## config.mk

```make
export PLATFORM = sky130hd
export DESIGN_NAME = shift_add_mult
export DESIGN_NICKNAME = d
export VERILOG_FILES = /design/src/rtl/shift_add_mult.sv
export SDC_FILE = /design/constraint.sdc
export NUM_CORES = 1
export LEC_CHECK = 0
export CAP_MARGIN = 10
export CORE_ASPECT_RATIO = 0.75
export CORE_MARGIN = 3
export CORE_UTILIZATION = 44
export CTS_CLUSTER_SIZE = 20
export DETAILED_ROUTE_END_ITERATION = 10
export PLACE_DENSITY_LB_ADDON = 0.1
export SLEW_MARGIN = 20
export SYNTH_ARGS = -nofsm -noshare
export SYNTH_HDL_FRONTEND = slang
export SYNTH_SLANG_ARGS = --single-unit
```

## constraint.sdc

```tcl
create_clock -name clk -period 3.5 [get_ports clk]
set_input_delay 0.525 -clock clk [delete_from_list [all_inputs] [get_ports clk]]
set_output_delay 0.525 -clock clk [all_outputs]
set_load 0.01 [all_outputs]
```

## src/rtl/shift_add_mult.sv

```systemverilog
// Iterative 32x32 shift-and-add multiplier.
// Signed operands are reduced to magnitudes at load time, so the iteration
// loop is purely unsigned. The sign is reapplied as a 64-bit negate on the
// final write. One product takes 34 cycles: load, 32 iterations, write-back.
module shift_add_mult (
    input  logic        clk,
    input  logic        rst_n,
    input  logic [31:0] a,
    input  logic [31:0] b,
    input  logic [4:0]  ctrl,
    output logic [31:0] lower,
    output logic [31:0] higher,
    output logic        showin,
    output logic        showout,
    output logic        showadd,
    output logic [31:0] showmult,
    output logic [31:0] showacc,
    output logic [4:0]  showcount,
    output logic [31:0] mshift,
    output logic [31:0] ashift,
    output logic [31:0] showtemp,
    output logic [31:0] showpart
);

    localparam logic [4:0] OP_MULT  = 5'd8;
    localparam logic [4:0] OP_MULTU = 5'd9;

    typedef enum logic [1:0] {
        IDLE = 2'd0,
        RUN  = 2'd1,
        DONE = 2'd2
    } state_t;

    state_t      state_q, state_d;
    logic [31:0] lower_q, lower_d;
    logic [31:0] higher_q, higher_d;
    logic [31:0] acc_q, acc_d;
    logic [31:0] mult_q, mult_d;
    logic [31:0] mcand_q, mcand_d;
    logic [4:0]  count_q, count_d;
    logic        neg_q, neg_d;

    logic        is_op;
    logic        is_signed;
    logic [31:0] a_mag;
    logic [31:0] b_mag;
    logic [31:0] part;
    logic [32:0] sum;
    logic [31:0] acc_shift;
    logic [31:0] mult_shift;
    logic [63:0] prod;
    logic [63:0] prod_fix;

    // Datapath: operand magnitudes, partial product, adder and shifted values.
    // |0x80000000| negates to itself, which is the right unsigned magnitude.
    always_comb begin
        is_op      = (ctrl == OP_MULT) || (ctrl == OP_MULTU);
        is_signed  = (ctrl == OP_MULT);
        a_mag      = (is_signed && a[31]) ? (~a + 32'd1) : a;
        b_mag      = (is_signed && b[31]) ? (~b + 32'd1) : b;
        part       = mcand_q & {32{mult_q[0]}};
        sum        = {1'b0, acc_q} + {1'b0, part};
        acc_shift  = sum[32:1];
        mult_shift = {sum[0], mult_q[31:1]};
        prod       = {acc_q, mult_q};
        prod_fix   = neg_q ? (~prod + 64'd1) : prod;
    end

    // Next-state and register updates for the IDLE/RUN/DONE sequence.
    always_comb begin
        state_d  = state_q;
        lower_d  = lower_q;
        higher_d = higher_q;
        acc_d    = acc_q;
        mult_d   = mult_q;
        mcand_d  = mcand_q;
        count_d  = count_q;
        neg_d    = neg_q;
        case (state_q)
            IDLE: begin
                if (is_op) begin
                    mcand_d = a_mag;
                    mult_d  = b_mag;
                    acc_d   = 32'd0;
                    count_d = 5'd0;
                    neg_d   = is_signed & (a[31] ^ b[31]);
                    state_d = RUN;
                end
            end
            RUN: begin
                acc_d   = acc_shift;
                mult_d  = mult_shift;
                count_d = count_q + 5'd1;
                if (count_q == 5'd31) begin
                    state_d = DONE;
                end
            end
            DONE: begin
                higher_d = prod_fix[63:32];
                lower_d  = prod_fix[31:0];
                state_d  = IDLE;
            end
            default: begin
                state_d = IDLE;
            end
        endcase
    end

    // State and datapath registers; reset aborts any operation in flight.
    always_ff @(posedge clk or negedge rst_n) begin
        if (!rst_n) begin
            state_q  <= IDLE;
            lower_q  <= 32'd0;
            higher_q <= 32'd0;
            acc_q    <= 32'd0;
            mult_q   <= 32'd0;
            mcand_q  <= 32'd0;
            count_q  <= 5'd0;
            neg_q    <= 1'b0;
        end else begin
            state_q  <= state_d;
            lower_q  <= lower_d;
            higher_q <= higher_d;
            acc_q    <= acc_d;
            mult_q   <= mult_d;
            mcand_q  <= mcand_d;
            count_q  <= count_d;
            neg_q    <= neg_d;
        end
    end

    // Observation ports; shift previews show the live registers outside RUN.
    always_comb begin
        lower     = lower_q;
        higher    = higher_q;
        showin    = (state_q == IDLE) && is_op;
        showout   = (state_q == DONE);
        showadd   = (state_q == RUN) && mult_q[0];
        showmult  = mult_q;
        showacc   = acc_q;
        showcount = count_q;
        mshift    = (state_q == RUN) ? mult_shift : mult_q;
        ashift    = (state_q == RUN) ? acc_shift : acc_q;
        showtemp  = sum[31:0];
        showpart  = part;
    end

endmodule

```

==> flow_summary_export.csv <==
group,metric,value,unit
sta,maxSlewHeadroom,0.4814,
grt,antenna_found_initial,2,
yosys,yosys_warnings,0,
clocking,htreeDepth,4,
setup_path,worst_ep_arrival_time,3.44,ns
placed_design,post-place-cells,2280,
sta,min_period_over_period,1.133,
sta,finalHoldViolCount,0,
floorplan,io_pins,335,
yosys,syn_area,11540,um^2
route,routed_wirelength,49340,um
grt,grt_max_degree,92,
setup_path,path_class,"register to output pin",
clocking,cts_root_buffer,"clkbuf_16",
yosys,synth-xor-area-share,0.1146,
setup_path,cp-start-kind,"register",
placed_design,dp_worst_setup_slack,-0.4847,ns
sta,fmax,0.2521,GHz
cells_and_area,finalNetCount,2094,
cells_and_area,drive_above_1_share,0.2487,
clocking,cts.path.max_buffers,2,
cells_and_area,nFillCells,1988,
power,vdd_drop_max,487.6,uV
sta,final_max_slew_viol_count,0,
grt,grt_usage,0.3430,
power,finalPower,16360,uW
cells_and_area,final_cell_mix,"nand2_1, clkdlybuf4s50_1, buf_4",
clocking,clock_latency,0.44,ns
sta,final.setup.worst_slack,-0.4665,ns
outcome,status,"complete, but fails checks",
hold_path,hold_class,"input port to async pin",
floorplan,die_h,146.3,um
route,final_antenna_net_count,0,
cells_and_area,final_common_cell,"nand2_1",
floorplan,core-area,25400,um^2
yosys,synthAdderAreaFrac,0.04184,
sta,hold-worst-slack,0.1242,ns
placed_design,dp_hpwl,38290,um
yosys,netlist_instances,1459,
cells_and_area,instances_no_fill,2336,
clocking,path_clk_slew,0.07,ns
sta,fin_crit,3.967,ns
yosys,synth_mux_area_frac,0.008455,
yosys,synth_compound_area_frac,0.1997,
sta,setup_viol,38,
yosys,synth-simple-area-share,0.2301,
sta,fin_worst_skew,0.01440,ns
setup_path,crit_fanout,4,
yosys,synth_top_family_by_area,"simple AND/OR/NAND/NOR gates",
flow_run,max_cap_viol_count,0,
yosys,syn_nets,1568,
floorplan,die_w,193.0,um
grt,grt_pass1_vias,12360,
floorplan,initial_core_util,0.4544,
cells_and_area,diodes,0,
route,viasPerCell,5.638,
floorplan,rows,50,
floorplan,die_area,28230,um^2
outcome,violations,"setup timing",
yosys,synth-edff-count,0,
grt,grt.overflow.total,0,
grt,grt_pass1_wl,74090,um
setup_path,critPathCaptureType,"output pin",
yosys,syn_area_per_cell,7.911,um^2
clocking,tritoncts,"yes",
cells_and_area,areaGrowthSynthToFinish,59.43,%
clocking,numCtsBuffers,17,
power,p_leak,0.008214,uW
yosys,synth_ff_type,"dfrtp_1",
yosys,ys_ff_latch,168,
sta,worst_pin_slew,0.7707,ns
route,drc,0,
yosys,seq_area_frac_synth,0.3642,
placed_design,io_buffer_count,334,
sta,rsz0062_at_grt,"yes",
route,avgRoutedWirePerCell,21.12,um
route,drtIter0Drc,1256,
clocking,cts.sinks,168,
setup_path,crit_required,2.97,ns
power,p_per_area,888.8,nW/um^2
route,drtPass1Iterations,5,
yosys,async_flop_share,1.000,
cells_and_area,fin_util,0.7245,
placed_design,gp_congestion,1.005,
route,vias,13170,
yosys,synth.distinct_cells,59,
[worst paths after layout]
path / startpoint / to / slack, ns / cells after the start
max: showmult[0] / ashift[23] / -0.47 / 13
min: rst_n / higher[18] / 0.12 / 1
max reg2reg: showacc[9] / higher[30] / 0.38 / 8
min reg2reg: mcand_q[25] / mcand_q[25] / 0.48 / 2
max in group asynchronous: rst_n / showmult[0] / 2.60 / 2
min in group clk: mcand_q[25] / mcand_q[25] / 0.48 / 2
[synthesized netlist by cell type (5+ instances only)]
cell type	number	share of area
a211oi_1	5	0.0033
nor2_1	63	0.020
xnor2_1	46	0.035
clkbuf_1	92	0.030
nor4_1	14	0.0076
or3_1	18	0.0098
nand2_1	353	0.11
and2_1	39	0.021
or4_1	10	0.0065
o41ai_1	18	0.014
a21o_1	17	0.011
dfrtp_1	168	0.36
o31ai_1	34	0.022
a21oi_1	68	0.029
or2_2	5	0.0027
nand4_1	12	0.0065
mux2_2	6	0.0059
a31oi_1	8	0.0043
inv_1	25	0.0081
ha_1	37	0.040
o21a_1	5	0.0033
nand3_1	16	0.0069
a22o_1	7	0.0053
o21ai_0	174	0.075
a21boi_0	6	0.0039
nor3_1	24	0.010
a22oi_1	15	0.0098
nand2b_1	8	0.0043
xor2_1	105	0.080
o211ai_1	10	0.0065
[sequential cells by signal (all words and copies together) (netlist names)]
register	flops
state_q	2
neg_q	1
showmult	32
showacc	32
higher	32
showcount	5
lower	32
mcand_q	32
[cell type report]
class                      count  area [um^2]  share of cell area
clock inverter                12        117.6            0.006392
multi-input combinational   1167         7715              0.4193
timing repair buffer         605         5385              0.2926
tap                          338        422.9             0.02298
sequential                   168         4207              0.2286
inverter                      26        97.59            0.005304
clock buffer                  20        456.7             0.02482
[layer usage]
layer | vias up | GRT usage | share of wire
met2 | 677 | 0.4816 | 0.41
met1 | 6366 | 0.5392 | 0.46
met5 | - | 0 | 0
li1 | 6089 | - | -
met3 | 39 | 0.08401 | 0.11
met4 | 0 | 0.05493 | 0.010
[cell families (layout without fill, tap and decap cells)]
logic type	after synthesis	count (layout)
simple gates	585	585
flops	168	168
fa+ha+maj	38	38
mux	9	9
compound gates	384	384
buf+inv	124	663
xor+xnor	151	151
[critical path: stages, from the launching register on]
cell and delay [ns]:
dfrtp_2 0.44, and2_4 0.16, ha_4 0.16, fa_2 0.39
a211oi_4 0.26, o211ai_1 0.18, a21oi_2 0.19, buf_4 0.14
a21oi_4 0.06, a211o_4 0.37, buf_6 0.13, xor2_2 0.14
mux2_4 0.26, buf_6 0.12
[report_power, final]
group	switching, uW	internal, uW	leakage (uW)
Sequential	653	2520	0.00204
Clock	843	1020	0.000269
Combinational	5760	5550	0.00590
[per-stage QoR]
stage,setup TNS (ns),area [um^2]
after global placement,-8.739,16900
after detailed placement,-10.87,16900
after global routing,-13.15,18400
after CTS,-7.259,18180
final,-9.402,18400
after floorplan,0,11560
[what timing repair did]
item,CTS,global route
setup endpoints to repair,56,53
hold buffers,0,0
hold endpoints to repair,0,0
gates resized for setup,319,67
buffers inserted,19,7
pin swaps,48,24
Note: power is estimated with default switching activity, not from simulation.
